$ cat config.mk
export PLATFORM = sky130hd
export DESIGN_NAME = sm_step_conditioner
export DESIGN_NICKNAME = d
export VERILOG_FILES = /design/src/rtl/sm_drv_pkg.sv /design/src/rtl/sync_2ff.sv /design/src/rtl/sm_step_conditioner.sv
export SDC_FILE = /design/constraint.sdc
export NUM_CORES = 1
export LEC_CHECK = 0
export ABC_AREA = 0
export ABC_CLOCK_PERIOD_IN_PS = 4500
export CAP_MARGIN = 20
export CORE_ASPECT_RATIO = 1.2
export CORE_MARGIN = 4
export CORE_UTILIZATION = 35
export CTS_CLUSTER_DIAMETER = 150
export DETAILED_ROUTE_END_ITERATION = 7
export PLACE_DENSITY_LB_ADDON = 0.12
export SLEW_MARGIN = 25
export SYNTH_ARGS = -nofsm -noshare
export SYNTH_HDL_FRONTEND = slang
export SYNTH_HIERARCHICAL = 1
export SYNTH_SLANG_ARGS = --single-unit
$ cat constraint.sdc
create_clock -name clk -period 4.5 [get_ports clk]
set_input_delay 0.45 -clock clk [delete_from_list [all_inputs] [get_ports clk]]
set_output_delay 0.45 -clock clk [all_outputs]
set_load 0.005 [all_outputs]
$ cat src/rtl/sm_drv_pkg.sv
// Shared state encoding and default timing for the stepper STEP/DIR/EN conditioner.
package sm_drv_pkg;

  localparam int unsigned T_WAKE_DEF      = 50000;
  localparam int unsigned T_DIR_SETUP_DEF = 25;
  localparam int unsigned T_PULSE_HI_DEF  = 100;
  localparam int unsigned T_PULSE_LO_DEF  = 100;
  localparam int unsigned CNT_W_DEF       = 16;
  localparam int unsigned POS_W_DEF       = 32;

  typedef enum logic [2:0] {
    ST_DISABLED  = 3'd0,
    ST_WAKE      = 3'd1,
    ST_IDLE      = 3'd2,
    ST_DIR_SETUP = 3'd3,
    ST_STEP_HIGH = 3'd4,
    ST_STEP_LOW  = 3'd5
  } state_e;

endpackage

$ cat src/rtl/sync_2ff.sv
// Two-flop synchronizer for slow asynchronous level inputs (limit switches).
module sync_2ff (
  input  logic clk,
  input  logic rst,
  input  logic i_d,
  output logic o_q
);

  logic r_meta;
  logic r_q;

  always_ff @(posedge clk) begin
    if (rst) begin
      r_meta <= 1'b0;
      r_q    <= 1'b0;
    end else begin
      r_meta <= i_d;
      r_q    <= r_meta;
    end
  end

  assign o_q = r_q;

endmodule

$ cat src/rtl/sm_step_conditioner.sv
// Turns raw step/dir/enable requests into driver-IC-legal STEP/DIR/EN_n timing,
// with a one-deep request queue, limit-switch blocking and a position counter.
module sm_step_conditioner
  import sm_drv_pkg::*;
#(
  parameter int unsigned T_WAKE      = T_WAKE_DEF,
  parameter int unsigned T_DIR_SETUP = T_DIR_SETUP_DEF,
  parameter int unsigned T_PULSE_HI  = T_PULSE_HI_DEF,
  parameter int unsigned T_PULSE_LO  = T_PULSE_LO_DEF,
  parameter int unsigned CNT_W       = CNT_W_DEF,
  parameter int unsigned POS_W       = POS_W_DEF
) (
  input  logic                    clk,
  input  logic                    rst,
  input  logic                    drv_step,
  input  logic                    drv_dir,
  input  logic                    drv_en_SM,
  input  logic                    limit_fwd,
  input  logic                    limit_rev,
  output logic                    sm_step,
  output logic                    sm_dir,
  output logic                    sm_en_n,
  output logic signed [POS_W-1:0] position,
  output logic                    busy,
  output logic                    step_dropped,
  output logic                    limit_hit
);

  state_e             r_state;
  logic [CNT_W-1:0]   r_timer;
  logic               r_pending;
  logic               r_pend_dir;
  logic               r_dis_req;
  logic               r_step_q;
  logic               r_sm_step;
  logic               r_sm_dir;
  logic               r_sm_en_n;
  logic [POS_W-1:0]   r_position;
  logic               r_busy;
  logic               r_dropped;
  logic               r_limit_hit;

  logic               w_lim_fwd;
  logic               w_lim_rev;
  logic               w_step_req;
  logic               w_timer_done;
  state_e             w_state_nxt;
  logic [CNT_W-1:0]   w_timer_nxt;
  logic               w_pending_nxt;
  logic               w_pend_dir_nxt;
  logic               w_dis_req_nxt;
  logic               w_dir_nxt;
  logic [POS_W-1:0]   w_pos_nxt;
  logic               w_dropped_nxt;
  logic               w_limit_hit_nxt;
  logic               w_svc_pt;
  logic               w_svc;
  logic               w_svc_dir;
  logic               w_req_used;
  logic               w_pend_used;
  logic               w_enter_high;

  sync_2ff u_sync_fwd (.clk(clk), .rst(rst), .i_d(limit_fwd), .o_q(w_lim_fwd));
  sync_2ff u_sync_rev (.clk(clk), .rst(rst), .i_d(limit_rev), .o_q(w_lim_rev));

  assign w_step_req   = drv_step & ~r_step_q;
  assign w_timer_done = (r_timer == '0);

  // Next-state, timer, queue and event logic
  always_comb begin
    w_state_nxt     = r_state;
    w_timer_nxt     = r_timer;
    w_pending_nxt   = r_pending;
    w_pend_dir_nxt  = r_pend_dir;
    w_dis_req_nxt   = r_dis_req;
    w_dir_nxt       = r_sm_dir;
    w_pos_nxt       = r_position;
    w_dropped_nxt   = 1'b0;
    w_limit_hit_nxt = 1'b0;
    w_svc_pt        = 1'b0;
    w_svc           = 1'b0;
    w_svc_dir       = 1'b0;
    w_req_used      = 1'b0;
    w_pend_used     = 1'b0;
    w_enter_high    = 1'b0;

    case (r_state)
      ST_DISABLED: begin
        if (drv_en_SM) begin
          w_state_nxt = ST_WAKE;
          w_timer_nxt = CNT_W'(T_WAKE - 1);
        end
      end
      ST_WAKE: begin
        if (!drv_en_SM)        w_state_nxt = ST_DISABLED;
        else if (w_timer_done) w_svc_pt    = 1'b1;
        else                   w_timer_nxt = r_timer - CNT_W'(1);
      end
      ST_IDLE: begin
        if (!drv_en_SM) w_state_nxt = ST_DISABLED;
        else            w_svc_pt    = 1'b1;
      end
      ST_DIR_SETUP: begin
        if (!drv_en_SM)        w_state_nxt  = ST_DISABLED;
        else if (w_timer_done) w_enter_high = 1'b1;
        else                   w_timer_nxt  = r_timer - CNT_W'(1);
      end
      ST_STEP_HIGH: begin
        // The high phase always completes; a disable only redirects the exit.
        if (!drv_en_SM) w_dis_req_nxt = 1'b1;
        if (w_timer_done) begin
          if (!drv_en_SM || r_dis_req) begin
            w_state_nxt = ST_DISABLED;
          end else begin
            w_state_nxt = ST_STEP_LOW;
            w_timer_nxt = CNT_W'(T_PULSE_LO - 1);
          end
        end else begin
          w_timer_nxt = r_timer - CNT_W'(1);
        end
      end
      ST_STEP_LOW: begin
        if (!drv_en_SM)        w_state_nxt = ST_DISABLED;
        else if (w_timer_done) w_svc_pt    = 1'b1;
        else                   w_timer_nxt = r_timer - CNT_W'(1);
      end
      default: w_state_nxt = ST_DISABLED;
    endcase

    // Service point: the pending step goes first, else a same-cycle request.
    if (w_svc_pt) begin
      w_state_nxt = ST_IDLE;
      if (r_pending) begin
        w_svc       = 1'b1;
        w_svc_dir   = r_pend_dir;
        w_pend_used = 1'b1;
      end else if (w_step_req) begin
        w_svc      = 1'b1;
        w_svc_dir  = drv_dir;
        w_req_used = 1'b1;
      end
    end

    if (w_svc) begin
      if (w_svc_dir ? w_lim_fwd : w_lim_rev) begin
        w_limit_hit_nxt = 1'b1;
      end else if (w_svc_dir != r_sm_dir) begin
        w_state_nxt = ST_DIR_SETUP;
        w_dir_nxt   = w_svc_dir;
        w_timer_nxt = CNT_W'(T_DIR_SETUP - 1);
      end else begin
        w_enter_high = 1'b1;
      end
    end

    // sm_dir already equals the step direction whenever STEP_HIGH is entered.
    if (w_enter_high) begin
      w_state_nxt = ST_STEP_HIGH;
      w_timer_nxt = CNT_W'(T_PULSE_HI - 1);
      w_pos_nxt   = r_sm_dir ? r_position + POS_W'(1) : r_position - POS_W'(1);
    end

    if (w_pend_used) w_pending_nxt = 1'b0;

    if (w_step_req && !w_req_used && drv_en_SM && !r_dis_req &&
        (r_state != ST_DISABLED)) begin
      if (!r_pending || w_pend_used) begin
        w_pending_nxt  = 1'b1;
        w_pend_dir_nxt = drv_dir;
      end else begin
        w_dropped_nxt = 1'b1;
      end
    end

    if (!drv_en_SM) w_pending_nxt = 1'b0;

    if (w_state_nxt == ST_DISABLED) begin
      w_pending_nxt = 1'b0;
      w_dis_req_nxt = 1'b0;
    end
  end

  // State and registered outputs
  always_ff @(posedge clk) begin
    if (rst) begin
      r_state     <= ST_DISABLED;
      r_timer     <= '0;
      r_pending   <= 1'b0;
      r_pend_dir  <= 1'b0;
      r_dis_req   <= 1'b0;
      r_step_q    <= 1'b0;
      r_sm_step   <= 1'b0;
      r_sm_dir    <= 1'b0;
      r_sm_en_n   <= 1'b1;
      r_position  <= '0;
      r_busy      <= 1'b0;
      r_dropped   <= 1'b0;
      r_limit_hit <= 1'b0;
    end else begin
      r_state     <= w_state_nxt;
      r_timer     <= w_timer_nxt;
      r_pending   <= w_pending_nxt;
      r_pend_dir  <= w_pend_dir_nxt;
      r_dis_req   <= w_dis_req_nxt;
      r_step_q    <= drv_step;
      r_sm_step   <= (w_state_nxt == ST_STEP_HIGH);
      r_sm_dir    <= w_dir_nxt;
      r_sm_en_n   <= (w_state_nxt == ST_DISABLED);
      r_position  <= w_pos_nxt;
      r_busy      <= ((w_state_nxt != ST_IDLE) && (w_state_nxt != ST_DISABLED)) ||
                     w_pending_nxt;
      r_dropped   <= w_dropped_nxt;
      r_limit_hit <= w_limit_hit_nxt;
    end
  end

  assign sm_step      = r_sm_step;
  assign sm_dir       = r_sm_dir;
  assign sm_en_n      = r_sm_en_n;
  assign position     = $signed(r_position);
  assign busy         = r_busy;
  assign step_dropped = r_dropped;
  assign limit_hit    = r_limit_hit;

endmodule
==> metrics <==
clock skew=7.56 ps; global-route wire length before repair=22100 µm; worst vdd ir=156 µV; Reg clk slew, reported paths=60 ps; RSZ-0062 raised after global routing=false; gr usage total=0.176; core area=13400 µm²; crit path max fanout=23; Max Freq=287 MHz; PortBufs=44; die outline width=115 µm; Int Pwr=1.04 mW; # setup viols final=0; WL per Instance=16.3 µm; number of detailed-route iterations in the first pass=5; leak pwr=2.38 nW; largest net degree at the start of global routing=53; clk_lat worst skew=340 ps; io pins=45; area leader, netlist=dfxtp_1; Fin Hold WS=440 ps; final hold vios=0; crit share post-route=0.774; DRC=0; Synth top area share=0.270; postcts setup bufs=0; gr ovfl total=0; FF+latch count, synth=65; P_sw=0.407 mW; Least-Margin Pin Slew=850 ps; TritonCTS clock tree=yes; hold buffer count at CTS=0; initial antenna violation count=0; Vias/cell=5.59; TNS Setup=0 ps; DRT Wirelength=13400 µm; syn_nets=656; hold path depth=1; cells after synthesis=616; PwrDens=260 nW/µm²; Worst R2R Path Depth=10; post-cts sizing count=0; power share of the clock group=0.442; Synth Warn #=6; vias in the first global route=4536; die area=15700 µm²; sw frac=0.281; arrival time worst endpoint=3710 ps; Max Slew Vio Count=0; count of flip-flops with a built-in enable after synthesis=0; Seq pwr share=0.421; Hold Crit Class=reg -> reg; Starting Density=0.361; kind of critical path=reg -> reg; post-synth design cell area=4820 µm²; Via Count=4586; worst path cell trace=inv_1 > buf_4 > ha_1 > nand4_1 > or2_2 > a211o_2 > a31oi_1 > nor3_1 > o21ai_1 > mux2_2; Seq/Total Area, Yosys=0.270; DRT iter0 DRCs=262; async set-reset flop share out of synthesis=0; status=finished clean; prevailing post-synth register cell=dfxtp_1; antenna cells=0; top area cells in the synthesized netlist=dfxtp_1 27%, ha_1 8.3%, a21oi_1 7.3%; count of cell types in the netlist=76; row count=46; maximum clock path buffer count=2; Mapped Avg Cell Area=7.82 µm²; WP data required=4730 ps; Final nets=687; clock tree sinks=65; GPL Wtd Cong=0.870; Post-DP HPWL=9710 µm; Max Cap Viol=0; min cycle time layout=3480 ps; slowest cell on the critical path=inv_1; Slew HR=0.433; Comb power frac=0.137; r2r setup slk=1020 ps; CTS H-tree depth=3; Routed Antenna Nets=0; crit-path max cell delay=640 ps; TritonCTS buffer count=9; CTS root buffer=clkbuf_16; CP startpoint kind=flop; share of post-route cells with drive strength above 1=0.0736; most frequent cells in the layout=70 x nand2_1, 70 x a21oi_1, 65 x dfxtp_1; CP Capture Type=flop; DIE HEIGHT=137 µm; Layout Area Growth over Synthesis=15.9%
==> power groups by stage <==
stage	Combinational (mW)	Clock (mW)	Sequential, mW
floorplan	0.150	0	0.618
global placement	0.196	0	0.624
detailed placement	0.197	0	0.624
CTS	0.198	0.667	0.611
global route	0.221	0.694	0.614
finish	0.198	0.641	0.612
==> layout make-up <==
| type | count | area, µm² |
|---|---|---|
| inverter | 19 | 71.3 |
| clock buffer | 11 | 233 |
| timing repair buffer | 47 | 458 |
| fill | 1389 | 7770 |
| sequential | 65 | 1300 |
| multi-input combinational | 505 | 3280 |
| clock inverter | 5 | 32.5 |
| tap | 168 | 210 |
==> kinds of logic after synthesis <==
group	after synthesis	synth area share
adders and majority gates	34	0.0893
and+or+nand+nor	233	0.250
buffers and inverters	46	0.0496
DFF	65	0.270
xor gates and xnor gates	22	0.0400
muxes	7	0.0151
AOI/OAI and AO/OA	209	0.286
==> per-layer routing <==
layer	global-route usage	wire (µm)
met5	0	0
met4	0.0861	355
met3	0.0332	437
met2	0.299	6610
met1	0.211	5980
==> metrics by stage <==
stage	setup WS, ps	utilization	power (mW)	instance area (µm²)	cells
floorplan	1340	-	0.768	4820	616
CTS	952	0.418	1.48	5580	820
detailed placement	961	0.398	0.821	5320	804
global route	652	0.418	1.53	5580	820
finish	1020	0.418	1.45	5580	820
global placement	1050	0.398	0.820	5320	804
==> final timing paths <==
path	startpoint	endpoint
worst min register to register	u_sync_fwd/r_meta$_SDFF_PP0_	u_sync_fwd/o_q$_SDFF_PP0_
worst max register to register	sm_dir$_SDFFE_PP0P_	position[31]$_SDFFE_PP0P_
worst max-delay path	sm_dir$_SDFFE_PP0P_	position[31]$_SDFFE_PP0P_
worst min-delay path	u_sync_fwd/r_meta$_SDFF_PP0_	u_sync_fwd/o_q$_SDFF_PP0_
==> Yosys cell counts, drive strengths merged (14+ instances only) <==
cell type / instances
a21o: 20
a21oi: 73
clkbuf: 16
dfxtp: 65
ha: 32
inv: 19
nand2: 70
nand3: 14
nor2: 57
nor2b: 15
nor3: 17
o21ai: 40
xnor2: 17
==> state kept, by name (all words and copies together), names as in the netlist <==
signal	cells
position	32
r_timer	16
r_state	3
busy	1
limit_hit	1
r_dis_req	1
r_pend_dir	1
r_pending	1
r_step_q	1
sm_dir	1
sm_en_n	1
sm_step	1
step_dropped	1
u_sync_fwd/o_q	1
u_sync_fwd/r_meta	1
u_sync_rev/o_q	1
u_sync_rev/r_meta	1
==> worst max-delay path: cells and delay by family, from the launching register on <==
kind	cells	cell delay, ps
buf+inv	2	970
simple gates	3	740
compound gates	3	650
flops	1	360
mux	1	350
fa+ha+maj	1	300
(Power assumes the default switching activity.)
